**config.mk**
```make
export PLATFORM = sky130hd
export DESIGN_NAME = router_ctrl_fsm
export DESIGN_NICKNAME = d
export VERILOG_FILES = /design/src/rtl/router_ctrl_fsm.sv
export SDC_FILE = /design/constraint.sdc
export NUM_CORES = 1
export LEC_CHECK = 0
export ABC_AREA = 1
export CAP_MARGIN = 10
export CORE_ASPECT_RATIO = 1.2
export CORE_MARGIN = 1
export CORE_UTILIZATION = 25
export DETAILED_ROUTE_END_ITERATION = 16
export PLACE_DENSITY = 0.6
export SLEW_MARGIN = 20
export SYNTH_ARGS = -nofsm -noshare
export SYNTH_HDL_FRONTEND = slang
export SYNTH_SLANG_ARGS = --single-unit
```
**constraint.sdc**
```tcl
create_clock -name clock -period 1.67 [get_ports clock]
set_clock_uncertainty 0.2 [all_clocks]
set_input_delay 0.2505 -clock clock [delete_from_list [all_inputs] [get_ports clock]]
set_output_delay 0.2505 -clock clock [all_outputs]
set_load 0.02 [all_outputs]
```
**src/rtl/router_ctrl_fsm.sv**
```systemverilog
// Control FSM of the 1x3 router: decodes the header address, sequences the
// packet register load strobes, FIFO write enable and busy back-pressure.
module router_ctrl_fsm #(
    parameter int NPORT  = 3,
    parameter int ADDR_W = 2
) (
    input  logic              clock,
    input  logic              resetn,
    input  logic              pkt_valid,
    input  logic [ADDR_W-1:0] data_in,
    input  logic              fifo_full,
    input  logic [NPORT-1:0]  fifo_empty,
    input  logic [NPORT-1:0]  soft_reset,
    input  logic              parity_done,
    input  logic              low_pkt_valid,
    output logic              write_enb_reg,
    output logic              detect_add,
    output logic              lfd_state,
    output logic              ld_state,
    output logic              laf_state,
    output logic              full_state,
    output logic              rst_int_reg,
    output logic              busy,
    output logic [ADDR_W-1:0] cur_addr
);

    typedef enum logic [2:0] {
        DA  = 3'd0,
        LFD = 3'd1,
        LD  = 3'd2,
        WTE = 3'd3,
        FFS = 3'd4,
        LAF = 3'd5,
        LP  = 3'd6,
        CPE = 3'd7
    } state_e;

    localparam int                NSLOT   = 1 << ADDR_W;
    localparam logic [ADDR_W:0]   NPORT_W = (ADDR_W+1)'(NPORT);

    state_e            state_q, state_d;
    logic [ADDR_W-1:0] cur_addr_q, cur_addr_d;

    // Flags widened to the full address space so any address can index them;
    // slots beyond NPORT read as 0.
    logic [NSLOT-1:0]  empty_ext;
    logic [NSLOT-1:0]  srst_ext;

    for (genvar i = 0; i < NSLOT; i++) begin : g_ext
        if (i < NPORT) begin : g_port
            assign empty_ext[i] = fifo_empty[i];
            assign srst_ext[i]  = soft_reset[i];
        end else begin : g_none
            assign empty_ext[i] = 1'b0;
            assign srst_ext[i]  = 1'b0;
        end
    end

    logic addr_ok;
    logic hdr_ok;
    logic srst_hit;

    assign addr_ok  = ({1'b0, data_in} < NPORT_W);
    assign hdr_ok   = pkt_valid & addr_ok;
    assign srst_hit = srst_ext[cur_addr_q];

    always_ff @(posedge clock or negedge resetn) begin
        if (!resetn) begin
            state_q    <= DA;
            cur_addr_q <= '0;
        end else begin
            state_q    <= state_d;
            cur_addr_q <= cur_addr_d;
        end
    end

    always_comb begin
        state_d    = state_q;
        cur_addr_d = cur_addr_q;
        if (state_q == DA && hdr_ok) begin
            cur_addr_d = data_in;
        end
        if (srst_hit) begin
            state_d = DA;
        end else begin
            unique case (state_q)
                DA: begin
                    if (hdr_ok) state_d = empty_ext[data_in] ? LFD : WTE;
                end
                LFD: state_d = LD;
                LD: begin
                    if (fifo_full)       state_d = FFS;
                    else if (!pkt_valid) state_d = LP;
                end
                FFS: begin
                    if (!fifo_full) state_d = LAF;
                end
                LAF: begin
                    if (parity_done)        state_d = DA;
                    else if (low_pkt_valid) state_d = LP;
                    else                    state_d = LD;
                end
                LP:  state_d = CPE;
                CPE: state_d = fifo_full ? FFS : DA;
                WTE: begin
                    if (empty_ext[cur_addr_q]) state_d = LFD;
                end
                default: state_d = DA;
            endcase
        end
    end

    always_comb begin
        detect_add    = (state_q == DA);
        lfd_state     = (state_q == LFD);
        ld_state      = (state_q == LD);
        laf_state     = (state_q == LAF);
        full_state    = (state_q == FFS);
        rst_int_reg   = (state_q == CPE);
        write_enb_reg = (state_q == LFD) || (state_q == LD) ||
                        (state_q == LAF) || (state_q == LP);
        busy          = !((state_q == DA) || (state_q == LD));
        cur_addr      = cur_addr_q;
    end

endmodule

```
After elaboration in Yosys (flattened, before gate mapping)
Index checks and enable logic that the tools add are counted.
{"block": "totals", "input_bits": 14, "regBits": 5, "word_cells": 42, "output_inout_bits": 10}
{"block": "op_classes", "reduce_logical": 8, "muxes": 17, "n_bitwise": 1, "magnitude_cmp": 3, "n_eq_ne": 11}
{"operator": "$mux W3", "count": 9}
{"operator": "$pmux W3 S8", "count": 1}
{"operator": "$eq A3 B3 Y1 const B", "count": 4}
{"operator": "$bmux W1 S2", "count": 3}
{"operator": "$eq A3 B2 Y1 const B", "count": 2}
{"operator": "$lt A2 B3 Y1 const B", "count": 2}
{"operator": "$logic_or A1 B1 Y1", "count": 4}
{"operator": "$ne A4 B3 Y1 const B", "count": 1}
{"operator": "$reduce_and A4 Y1", "count": 1}
{"operator": "$eq A3 B1 Y1 const B", "count": 1}
{"operator": "$logic_not A3 Y1", "count": 1}
{"operator": "$mux W1", "count": 3}
{"operator": "$ne A3 B1 Y1 const B", "count": 1}
{"operator": "$ne A3 B2 Y1 const B", "count": 1}
{"operator": "$ne A3 B3 Y1 const B", "count": 1}
{"operator": "$lt A2 B2 Y1 const B", "count": 1}
{"operator": "$mux W2", "count": 1}
{"operator": "$and A1 B1 Y1", "count": 1}
{"operator": "$logic_and A1 B1 Y1", "count": 1}
{"operator": "$logic_not A1 Y1", "count": 1}

Logic depth before layout (Yosys ltp)
Gate-level depths: netlist (run 1).
{"block": "logic_depth", "ltp_word": 6, "depth_mapped": 10}

Least setup slack after synthesis (run 1)
Ideal clock, no wire load.
{"block": "synth_path", "path_type": "register -> output", "from": "register state_q[0]", "to": "output port busy", "arrival_ns": 1.145, "stages_incl_launch_ff": 6, "path_slack_ns": 0.075, "cell_sequence": "dfrtp_1 -> inv_1 -> ha_1 -> inv_1 -> nor2_4 -> nor2_1"}
{"block": "synth_via", "elab_chain_len": 3, "elab_cells_between_ends": 4, "cone_classes": "eq/ne: 1; reduce/logical: 3"}
{"item": "from (decl)", "line_no": "41", "text": "state_e state_q, state_d;"}
{"item": "from (signal assigned)", "line_no": "72", "text": "state_q <= state_d;"}
{"item": "$logic_not A3 Y1"}
{"item": "named net detect_add", "line_no": "17", "text": "output logic detect_add,"}
{"item": "$logic_or A1 B1 Y1", "line_no": "122", "text": "busy = !((state_q == DA) || (state_q == LD));"}
{"item": "$logic_not A1 Y1", "line_no": "122"}
{"item": "to (decl)", "line_no": "23", "text": "output logic busy,"}
The timed path passes the listed nets, and every way through them passes these cells.

Final worst setup path (run 1)
{"block": "layout_path", "from": "register state_q[1]", "to": "output port busy"}
{"block": "layout_via", "elab_chain_len": 3, "elab_cells_between_ends": 4, "cone_classes": "eq/ne: 1; reduce/logical: 3"}
{"item": "$eq A3 B2 Y1 / $logic_not A3 Y1 (equally long branches)", "line_no": "122"}
{"item": "$logic_or A1 B1 Y1 (*)", "line_no": "122"}
{"item": "$logic_not A1 Y1 (*)", "line_no": "122"}
Mark *: on every way between the ends. The rest lies on a longest branch, timed or not.

==> flow_metrics.py, run 1 <==
metrics = {
    "run_status": {
        "status": "finished, violations left",
        "violations": "setup timing",
    },
    "setup_path": {
        "r2r_cells": 10,
        "critPathLaunchType": "register",
        "end_kind": "output port",
        "cp-startpoint": "state_q[1]",
        "crit_chain": "inv_4, ha_4, inv_4, nor2_4, nor2_1, buf_2",
        "crit_top_cell": "inv_4",
        "r2r-end": "state_q[2]",
        "crit_required_ns": 1.22,
        "critPathTopFamily": "flip-flops",
        "critPathCapture": "busy",
        "cp.buffers_inverters": 3,
        "critPathMaxStageDelay_ns": 0.44,
        "reg2reg_slack_ns": -0.03,
        "cp.depth": 6,
        "rr_startpoint": "state_q[1]",
        "slowest_stage": "dfrtp_2",
        "critical_path_class": "reg -> out",
        "cp_max_fo": 3,
        "arrival_ns": 1.27,
    },
    "power": {
        "power_density_nw_per_um2": 1670,
        "vdd_drop_max_v": 0.000803,
        "internal_power_uw": 926,
        "combinationalPowerShare_pct": 77.6,
        "p_seq_share_pct": 14.6,
        "p_switching_uw": 909,
        "swShare_pct": 49.5,
        "p_clk_share_pct": 7.8,
        "leakagePower_nw": 0.562,
    },
    "die": {
        "rows": 18,
        "fp.dieW_um": 46.2,
        "start_util_pct": 27.4,
        "die_area_um2": 2540,
        "die_h_um": 55.0,
        "core_um2": 2140,
        "pin_count": 24,
    },
    "place": {
        "gp_congestion": 0.832,
        "place_inst": 161,
        "portBuffers": 23,
        "pre_cts_ws_ns": -0.276,
        "dp_hpwl_mm": 1.27,
    },
    "global_routing": {
        "antenna_found_initial": 0,
        "grt.total_usage_pct": 15.4,
        "grt_pass1_vias": 692,
        "gr-total-overflow": 0,
        "grt_start_max_net_pins": 9,
        "grt_pass1_wl_mm": 2.77,
    },
    "timing": {
        "finalHoldViolations": 0,
        "whs_ns": 0.0215,
        "fmax_ghz": 0.582,
        "rsz0062_at_grt": "yes",
        "drv_slew": 0,
        "tns_ns": -0.178,
        "slew_headroom_pct": 83.7,
        "setup_viol": 7,
        "fin_ws_ns": -0.0474,
        "worst_slew_pin_slew_ns": 0.242,
        "fin_crit_sh_pct": 103,
        "period_minus_slack_ns": 1.72,
    },
    "finish": {
        "num-nets-final": 156,
        "finalNonFillerCells": 167,
        "drive_gt1_share_pct": 43.1,
        "final.fill_count": 218,
        "diodes": 0,
        "final_util_pct": 51.3,
        "area_delta_synth_final_pct": 87.6,
    },
    "clock_tree": {
        "clk_pin_slew_ns": 0.04,
        "clockBufferDepth": 2,
        "htreeDepth": 1,
        "cts_hold_buf": 0,
        "cts_root_buf": "clkbuf_4",
        "cts.sinks": 5,
        "cts_made_buffers": 3,
        "clock_latency_ns": 0.24,
        "cts_tree": "built",
    },
    "yosys": {
        "synth-simple-area-share_pct": 47.0,
        "synth-compound-area-share_pct": 9.62,
        "synth_area_per_cell_um2": 6.23,
        "synth.distinct_cells": 20,
        "netlist_top_cells_area": "dfrtp_1 (21%), nand2_1 (17%), ha_1 (8.5%)",
        "ys_seq_elements": 5,
        "synth_cells": 94,
        "synthMuxAreaShare_pct": 0,
        "yosys.area_share.adder_pct": 8.55,
        "ys_warn_count": 0,
        "synth_area_leader_cell": "dfrtp_1",
        "syn_area_um2": 586,
        "synth_top_area_share_pct": 21.4,
        "synthXorXnorAreaFrac_pct": 0,
        "seq_area_frac_synth_pct": 21.4,
        "syn-num-nets": 112,
        "synth_top_family_by_area": "simple AND/OR/NAND/NOR gates",
    },
    "route": {
        "drt_iter0_drc": 15,
        "drtAntennaViolNets": 0,
        "vias": 705,
        "routed_wl_mm": 1.74,
        "vias_per_cell": 4.22,
        "drc": 0,
        "first_pass_iters": 4,
        "routedWlPerCell_um": 10.4,
    },
    "job": {
        "max-cap-violations": 0,
    },
    "min_path": {
        "hp-class": "in -> async",
    },
}
-- area by class of cell --
cell class	instances	area, um^2	share of cell area [%]
clock buffer	4	26.3	2.39
inverter	18	75.1	6.83
multi-input combinational	70	470	42.8
sequential	5	128	11.6
tap	30	37.5	3.42
timing repair buffer	40	362	32.9
-- routing by layer --
| metal | wire, um | track usage (%) | up-vias |
|---|---|---|---|
| met2 | 989 | 29.3 | 20 |
| met3 | 65 | 1.30 | 2 |
| met5 | 0 | 0 | - |
| met1 | 673 | 16.3 | 311 |
| li1 | - | - | 372 |
| met4 | 17 | 8.33 | 0 |
-- worst register-to-register path, cell delays in order, from the launching register on --
cell,delay (ns)
dfrtp_2,0.42
inv_4,0.07
ha_4,0.17
buf_6,0.12
nand2_4,0.06
buf_6,0.10
nand2_1,0.09
a21oi_1,0.14
o21ai_1,0.10
nand3_2,0.07
nand2_1,0.05
-- flip-flops by register name, indices dropped and copies added (netlist names) --
register,flops
cur_addr,2
state_q,3
-- cell usage in the layout, fill, tap and decap left out, types with 3 or more instances in the layout --
master and n:
nor2_4 4, nand2_1 25, inv_4 3, nand3_2 3, nand3_1 6, o21ai_1 3
clkbuf_4 3, o21ai_0 4, inv_2 7, dfrtp_1 3, inv_1 8, buf_6 9
clkdlybuf4s50_1 13, nor2_1 11, buf_2 3, ha_4 4, buf_4 13
-- metrics by stage --
stage          power, mW  cell area [um^2]
2_1_floorplan      0.962               586
3_3_place_gp        1.48               955
3_5_place_dp        1.49               955
4_1_cts             1.65               992
5_1_grt             2.00              1100
6_report            1.83              1100
-- power groups by stage --
stage | sequential (mW) | combinational (mW) | clock [mW]
after CTS | 0.254 | 1.25 | 0.148
after detailed placement | 0.248 | 1.24 | 0
after global placement | 0.249 | 1.23 | 0
after floorplan | 0.248 | 0.714 | 0
final | 0.268 | 1.42 | 0.143
after global routing | 0.276 | 1.57 | 0.152
-- cells in the mapped netlist --
master and count:
nand2_2 1, a21oi_4 1, nor2b_1 1, a21oi_1 1, nand3_1 8, nand2_4 1, o21ai_0 5, inv_2 5
nor2_1 12, nand4_2 1, nor3_2 1, nor2_2 4, nand3_2 1, nand2_1 26, buf_6 1, ha_1 4
nor2_4 1, o21ai_1 2, inv_1 13, dfrtp_1 5
-- how the worst min path moves through the flow --
stage                       from          end  slack, ns  cells after the start
after floorplan           resetn  cur_addr[0]      -0.25                      0
after global placement    resetn   state_q[0]       0.29                      1
after detailed placement  resetn   state_q[0]       0.29                      1
after CTS                 resetn  cur_addr[0]       0.02                      1
after global routing      resetn  cur_addr[0]       0.03                      1
final                     resetn  cur_addr[0]       0.02                      1
-- cells by family after synthesis --
group / after synthesis
AND/OR/NAND/NOR: 57
buffers and inverters: 19
AO/OA/AOI/OAI: 9
flip-flops: 5
adder cells (fa/ha/maj): 4
-- timing repair --
action | in CTS | in global routing
cloned | 0 | 0
gates resized for setup | 48 | 27
setup buffers | 1 | 2
pin swaps | 0 | 9
setup endpoints to repair | 13 | 12
Power figures use the tool's default switching activity.
==> run 2, diff against run 1 <==
--- a/config.mk
+++ b/config.mk
@@ -9,9 +9,9 @@
 export CAP_MARGIN = 10
 export CORE_ASPECT_RATIO = 1.2
 export CORE_MARGIN = 1
-export CORE_UTILIZATION = 25
+export CORE_UTILIZATION = 35
 export DETAILED_ROUTE_END_ITERATION = 16
-export PLACE_DENSITY = 0.6
+export PLACE_DENSITY = 0.76
 export SLEW_MARGIN = 20
 export SYNTH_ARGS = -nofsm -noshare
 export SYNTH_HDL_FRONTEND = slang
==> run 2 against run 1 <==
Net effect:
- the run still ends with setup timing left
- hold slack worse by 0.00060 ns
- die area fell by 28%
- register-to-register slack about the same
- via count increased by 1.4%
- flip-flop and latch count did not move
- clock power barely moved
- critical endpoint unchanged
- highest routed layer unchanged
==> flow_metrics.py, run 2 (synthesis gave the netlist of run 1 again) <==
metrics = {
    "route": {
        "vias_per_cell": 4.80,
        "drt_iter0_drc": 6,
        "routed_wl_mm": 1.81,
        "first_pass_iters": 4,
        "routedWlPerCell_um": 12.1,
        "vias": 715,
        "drc": 0,
        "drtAntennaViolNets": 0,
    },
    "setup_path": {
        "reg2reg_slack_ns": -0.04,
        "arrival_ns": 1.28,
        "cp_max_fo": 3,
        "rr_startpoint": "state_q[1]",
        "end_kind": "output port",
        "critPathLaunchType": "register",
        "r2r-end": "state_q[0]",
        "critical_path_class": "reg -> out",
        "crit_required_ns": 1.22,
        "r2r_cells": 11,
    },
    "place": {
        "portBuffers": 23,
        "gp_congestion": 0.824,
        "dpl_cell_area_um2": 908,
        "dp_hpwl_mm": 1.27,
        "place_inst": 144,
    },
    "die": {
        "rows": 15,
        "core_um2": 1500,
        "fp.dieW_um": 39.3,
        "die_area_um2": 1840,
        "die_h_um": 46.8,
        "pin_count": 24,
        "start_util_pct": 39.0,
    },
    "finish": {
        "area_delta_synth_final_pct": 78.4,
        "stdcell_area_um2": 1040,
        "diodes": 0,
        "largest_register_ffs": 3,
        "largest-register": "state_q",
        "num-nets-final": 151,
        "drive_gt1_share_pct": 44.7,
        "final.fill_count": 127,
        "finalNonFillerCells": 149,
        "final_cell_mix": "nand2_1 (23), clkdlybuf4s50_1 (13), buf_4 (11)",
        "final_common_cell": "nand2_1",
    },
    "clock_tree": {
        "clk_pin_slew_ns": 0.04,
        "cts_hold_buf": 0,
        "clock_latency_ns": 0.24,
        "clockBufferDepth": 2,
        "cts_made_buffers": 3,
        "cts.sinks": 5,
        "cts_tree": "built",
        "cts_root_buf": "clkbuf_4",
        "htreeDepth": 1,
    },
    "timing": {
        "fmax_ghz": 0.578,
        "fin_crit_sh_pct": 104,
        "tns_ns": -0.158,
        "period_minus_slack_ns": 1.73,
        "whs_ns": 0.0209,
        "worst_slew_pin_slew_ns": 0.337,
        "finalHoldViolations": 0,
        "drv_slew": 0,
        "slew_headroom_pct": 77.3,
        "fin_ws_ns": -0.0606,
        "setup_viol": 5,
        "rsz0062_at_grt": "yes",
    },
    "global_routing": {
        "grt.total_usage_pct": 21.8,
        "grt_pass1_vias": 645,
        "grt_pass1_wl_mm": 2.64,
        "antenna_found_initial": 0,
        "grt_start_max_net_pins": 10,
        "gr-total-overflow": 0,
    },
    "min_path": {
        "hp-class": "in -> async",
    },
    "power": {
        "leakagePower_nw": 0.539,
        "power_density_nw_per_um2": 1730,
        "vdd_drop_max_v": 0.00104,
    },
    "run_status": {
        "status": "finished, violations left",
        "violations": "setup timing",
    },
    "job": {
        "max-cap-violations": 0,
    },
}
## run 2: changes by cell type in the layout (fill, tap and decap cells not counted), sizes merged
| cell | previous run | this run |
|---|---|---|
| buf | 25 | 20 |
## run 2: worst max-delay path by stage
stage,startpoint,endpoint,cells after the start
2_1_floorplan,state_q[0],busy,5
3_3_place_gp,state_q[1],busy,6
3_5_place_dp,state_q[1],busy,6
4_1_cts,state_q[0],busy,6
5_1_grt,state_q[1],state_q[0],11
6_report,state_q[0],busy,6
## run 2: critical path: stages, from the launching register on
cell,delay (ns)
dfrtp_1,0.40
inv_2,0.12
ha_4,0.16
inv_2,0.05
nor2_4,0.10
nor2_1,0.06
buf_4,0.15
## run 2: cell type report
class / count / area [um^2] / share of cell area (%)
clock buffers: 4 / 26.3 / 2.51
inverters: 18 / 72.6 / 6.95
repair buffers: 35 / 319 / 30.5
well taps: 17 / 21.3 / 2.04
flip-flops and latches: 5 / 128 / 12.2
multi-input cells: 70 / 478 / 45.7
## run 2: layer usage
layer  up-vias  routed length [um]  GRT usage [%]  share of wire (%)
li1        367                   -              -                  -
met1       322                 668           24.7                 37
met2        18                 986           37.0                 55
met3         8                  62           3.32                3.4
met4         0                  89           15.2                4.9
met5         -                   0              0                  0
## run 2: what timing repair did
| item | in CTS | in global routing |
|---|---|---|
| pin swaps | 0 | 8 |
| setup endpoints to repair | 13 | 12 |
| cloned | 0 | 0 |
| resized for setup | 50 | 29 |
| setup buffers | 0 | 1 |
## run 2: report_power, final
group	switching (mW)	leakage [nW]	internal (mW)	total, mW
Sequential	0.0967	0.0610	0.180	0.277
Clock	0.0495	0.0150	0.0903	0.140
Combinational	0.765	0.463	0.622	1.39
## run 2: stage by stage
| stage | util (%) | power (mW) | worst slack (ns) |
|---|---|---|---|
| after floorplan | - | 0.962 | 0.0746 |
| after global routing | 69.6 | 1.96 | -0.120 |
| after global placement | 60.5 | 1.43 | -0.249 |
| after detailed placement | 60.5 | 1.45 | -0.282 |
| final | 69.6 | 1.80 | -0.0606 |
| after CTS | 63.4 | 1.61 | -0.0655 |
==> run 3, diff against run 2 <==
--- a/config.mk
+++ b/config.mk
@@ -6,6 +6,7 @@
 export NUM_CORES = 1
 export LEC_CHECK = 0
 export ABC_AREA = 1
+export ABC_CLOCK_PERIOD_IN_PS = 1710
 export CAP_MARGIN = 10
 export CORE_ASPECT_RATIO = 1.2
 export CORE_MARGIN = 1
==> constraint.sdc (replaced) <==
create_clock -name clock -period 1.71 [get_ports clock]
set_clock_uncertainty 0.2 [all_clocks]
set_input_delay 0.2565 -clock clock [delete_from_list [all_inputs] [get_ports clock]]
set_output_delay 0.2565 -clock clock [all_outputs]
set_load 0.02 [all_outputs]
==> run 3 against run 2 <==
Net effect:
- the run still ends with setup timing left
- critical path depth is the same
- first-iteration DRC count up 50%
- sequential power fell by 7.2%
- sequential share of layout area rose by 0.77 points
- flip-flop and latch count is the same
- count of clock-buffer cells in the layout unchanged
- total power fell by 9.7%
- clock power decreased by 3%
- global-route usage down 0.88 points
- final cell count unchanged
- non-clock buffer count is the same
- routed wire length is 6.6% lower
==> flow_metrics.py, run 3 (synthesis gave the netlist of run 1 again) <==
metrics = {
    "timing": {
        "whs_ns": 0.0262,
        "finalHoldViolations": 0,
        "setup_viol": 1,
        "period_minus_slack_ns": 1.73,
        "fin_ws_ns": -0.0201,
        "drv_slew": 0,
        "slew_headroom_pct": 80.7,
        "fmax_ghz": 0.578,
        "tns_ns": -0.0201,
        "fin_crit_sh_pct": 101,
        "rsz0062_at_grt": "yes",
        "worst_slew_pin_slew_ns": 0.286,
    },
    "finish": {
        "final.fill_count": 135,
        "final_cell_mix": "nand2_1 (25), clkdlybuf4s50_1 (13), buf_4 (13)",
        "largest_register_ffs": 3,
        "final_util_pct": 64.8,
        "drive_gt1_share_pct": 37.9,
        "finalNonFillerCells": 149,
        "largest-register": "state_q",
        "multiInputGateArea_um2": 435,
        "num-nets-final": 151,
        "stdcell_area_um2": 973,
        "final_common_cell": "nand2_1",
        "area_delta_synth_final_pct": 66.2,
        "regArea_um2": 126,
        "diodes": 0,
    },
    "clock_tree": {
        "htreeDepth": 1,
        "cts.sinks": 5,
        "clk_pin_slew_ns": 0.04,
        "cts_root_buf": "clkbuf_4",
        "clockBufferDepth": 2,
        "cts_made_buffers": 3,
        "cts_tree": "built",
        "clock_latency_ns": 0.24,
    },
    "route": {
        "vias_per_cell": 4.65,
        "routed_wl_mm": 1.69,
        "vias": 693,
        "drtAntennaViolNets": 0,
        "routedWlPerCell_um": 11.3,
        "drt_iter0_drc": 9,
        "first_pass_iters": 4,
        "drc": 0,
    },
    "setup_path": {
        "crit_chain": "inv_2, ha_2, inv_2, nor2_4, nor2_1, buf_4",
        "critPathLaunchType": "register",
        "cp_max_fo": 3,
        "critPathMaxStageDelay_ns": 0.39,
        "arrival_ns": 1.27,
        "cp.buffers_inverters": 3,
        "critical_path_class": "reg -> out",
        "crit_required_ns": 1.25,
        "reg2reg_slack_ns": 0.06,
        "critPathTopFamily": "flip-flops",
        "r2r_cells": 9,
        "crit_top_cell": "inv_2",
        "cp.depth": 6,
        "slowest_stage": "dfrtp_1",
        "r2r-end": "state_q[2]",
        "rr_startpoint": "state_q[0]",
        "end_kind": "output port",
    },
    "power": {
        "leakagePower_nw": 0.545,
        "power_mw": 1.63,
        "vdd_drop_max_v": 0.000999,
        "power_density_nw_per_um2": 1670,
    },
    "global_routing": {
        "grt_pass1_vias": 623,
        "antenna_found_initial": 0,
        "grt_pass1_wl_mm": 2.54,
        "gr-total-overflow": 0,
        "grt.total_usage_pct": 20.9,
        "grt_start_max_net_pins": 10,
    },
    "place": {
        "place_inst": 144,
        "dpl_cell_area_um2": 908,
        "pre_cts_ws_ns": -0.248,
        "portBuffers": 23,
        "gp_congestion": 0.824,
        "dp_hpwl_mm": 1.27,
    },
    "job": {
        "max-cap-violations": 0,
    },
    "die": {
        "fp.dieW_um": 39.3,
        "start_util_pct": 39.0,
        "pin_count": 24,
        "die_h_um": 46.8,
        "core_um2": 1500,
        "rows": 15,
        "die_area_um2": 1840,
    },
    "min_path": {
        "hp-class": "in -> async",
    },
    "run_status": {
        "violations": "setup timing",
        "status": "finished, violations left",
    },
}
## run 3: where the power goes
group          leakage [nW]  total [mW]  switching [mW]  internal, mW
Clock                0.0150       0.136          0.0481        0.0882
Combinational         0.468        1.24           0.681         0.554
Sequential           0.0624       0.257          0.0825         0.175
Total                 0.545        1.63           0.812         0.817
## run 3: what timing repair did
| action | 4_1_cts | 5_1_grt |
|---|---|---|
| endpoints found under the setup margin | 9 | 12 |
| hold buffers | 0 | 0 |
| setup buffers | 0 | 1 |
| gates resized for setup | 40 | 15 |
| gates cloned | 0 | 0 |
| pin swaps | 0 | 3 |
## run 3: how the worst max path moves through the flow
| stage | from | to | slack [ns] |
|---|---|---|---|
| final | state_q[0] | busy | -0.02 |
| after floorplan | state_q[0] | busy | 0.11 |
| after global routing | state_q[0] | busy | -0.09 |
| after global placement | state_q[1] | busy | -0.22 |
| after CTS | state_q[1] | laf_state | -0.006 |
| after detailed placement | state_q[1] | busy | -0.25 |
## run 3: routing by layer
metal  track usage (%)  wire length, um  share of wire [%]
met5                 0                0                  0
met2              35.0              898                 53
met3              3.32               52                3.1
met1              24.1              687                 41
met4              14.5               49                2.9
## run 3: cell type report
cell class / count / area share (%)
Tap cell: 17 / 2.19
Inverter: 18 / 6.94
Clock buffer: 4 / 2.70
Timing Repair Buffer: 35 / 30.5
Sequential cell: 5 / 13.0
Multi-Input combinational cell: 70 / 44.7
## run 3: worst reg2reg max path, stage by stage (launching register included)
cell and delay (ns):
dfrtp_1 0.39, buf_6 0.14, ha_4 0.16, nand2_1 0.09, buf_4 0.12, nor2_1 0.04, a21oi_1 0.16, o21ai_1 0.10
nand3_1 0.09, nand2_1 0.05
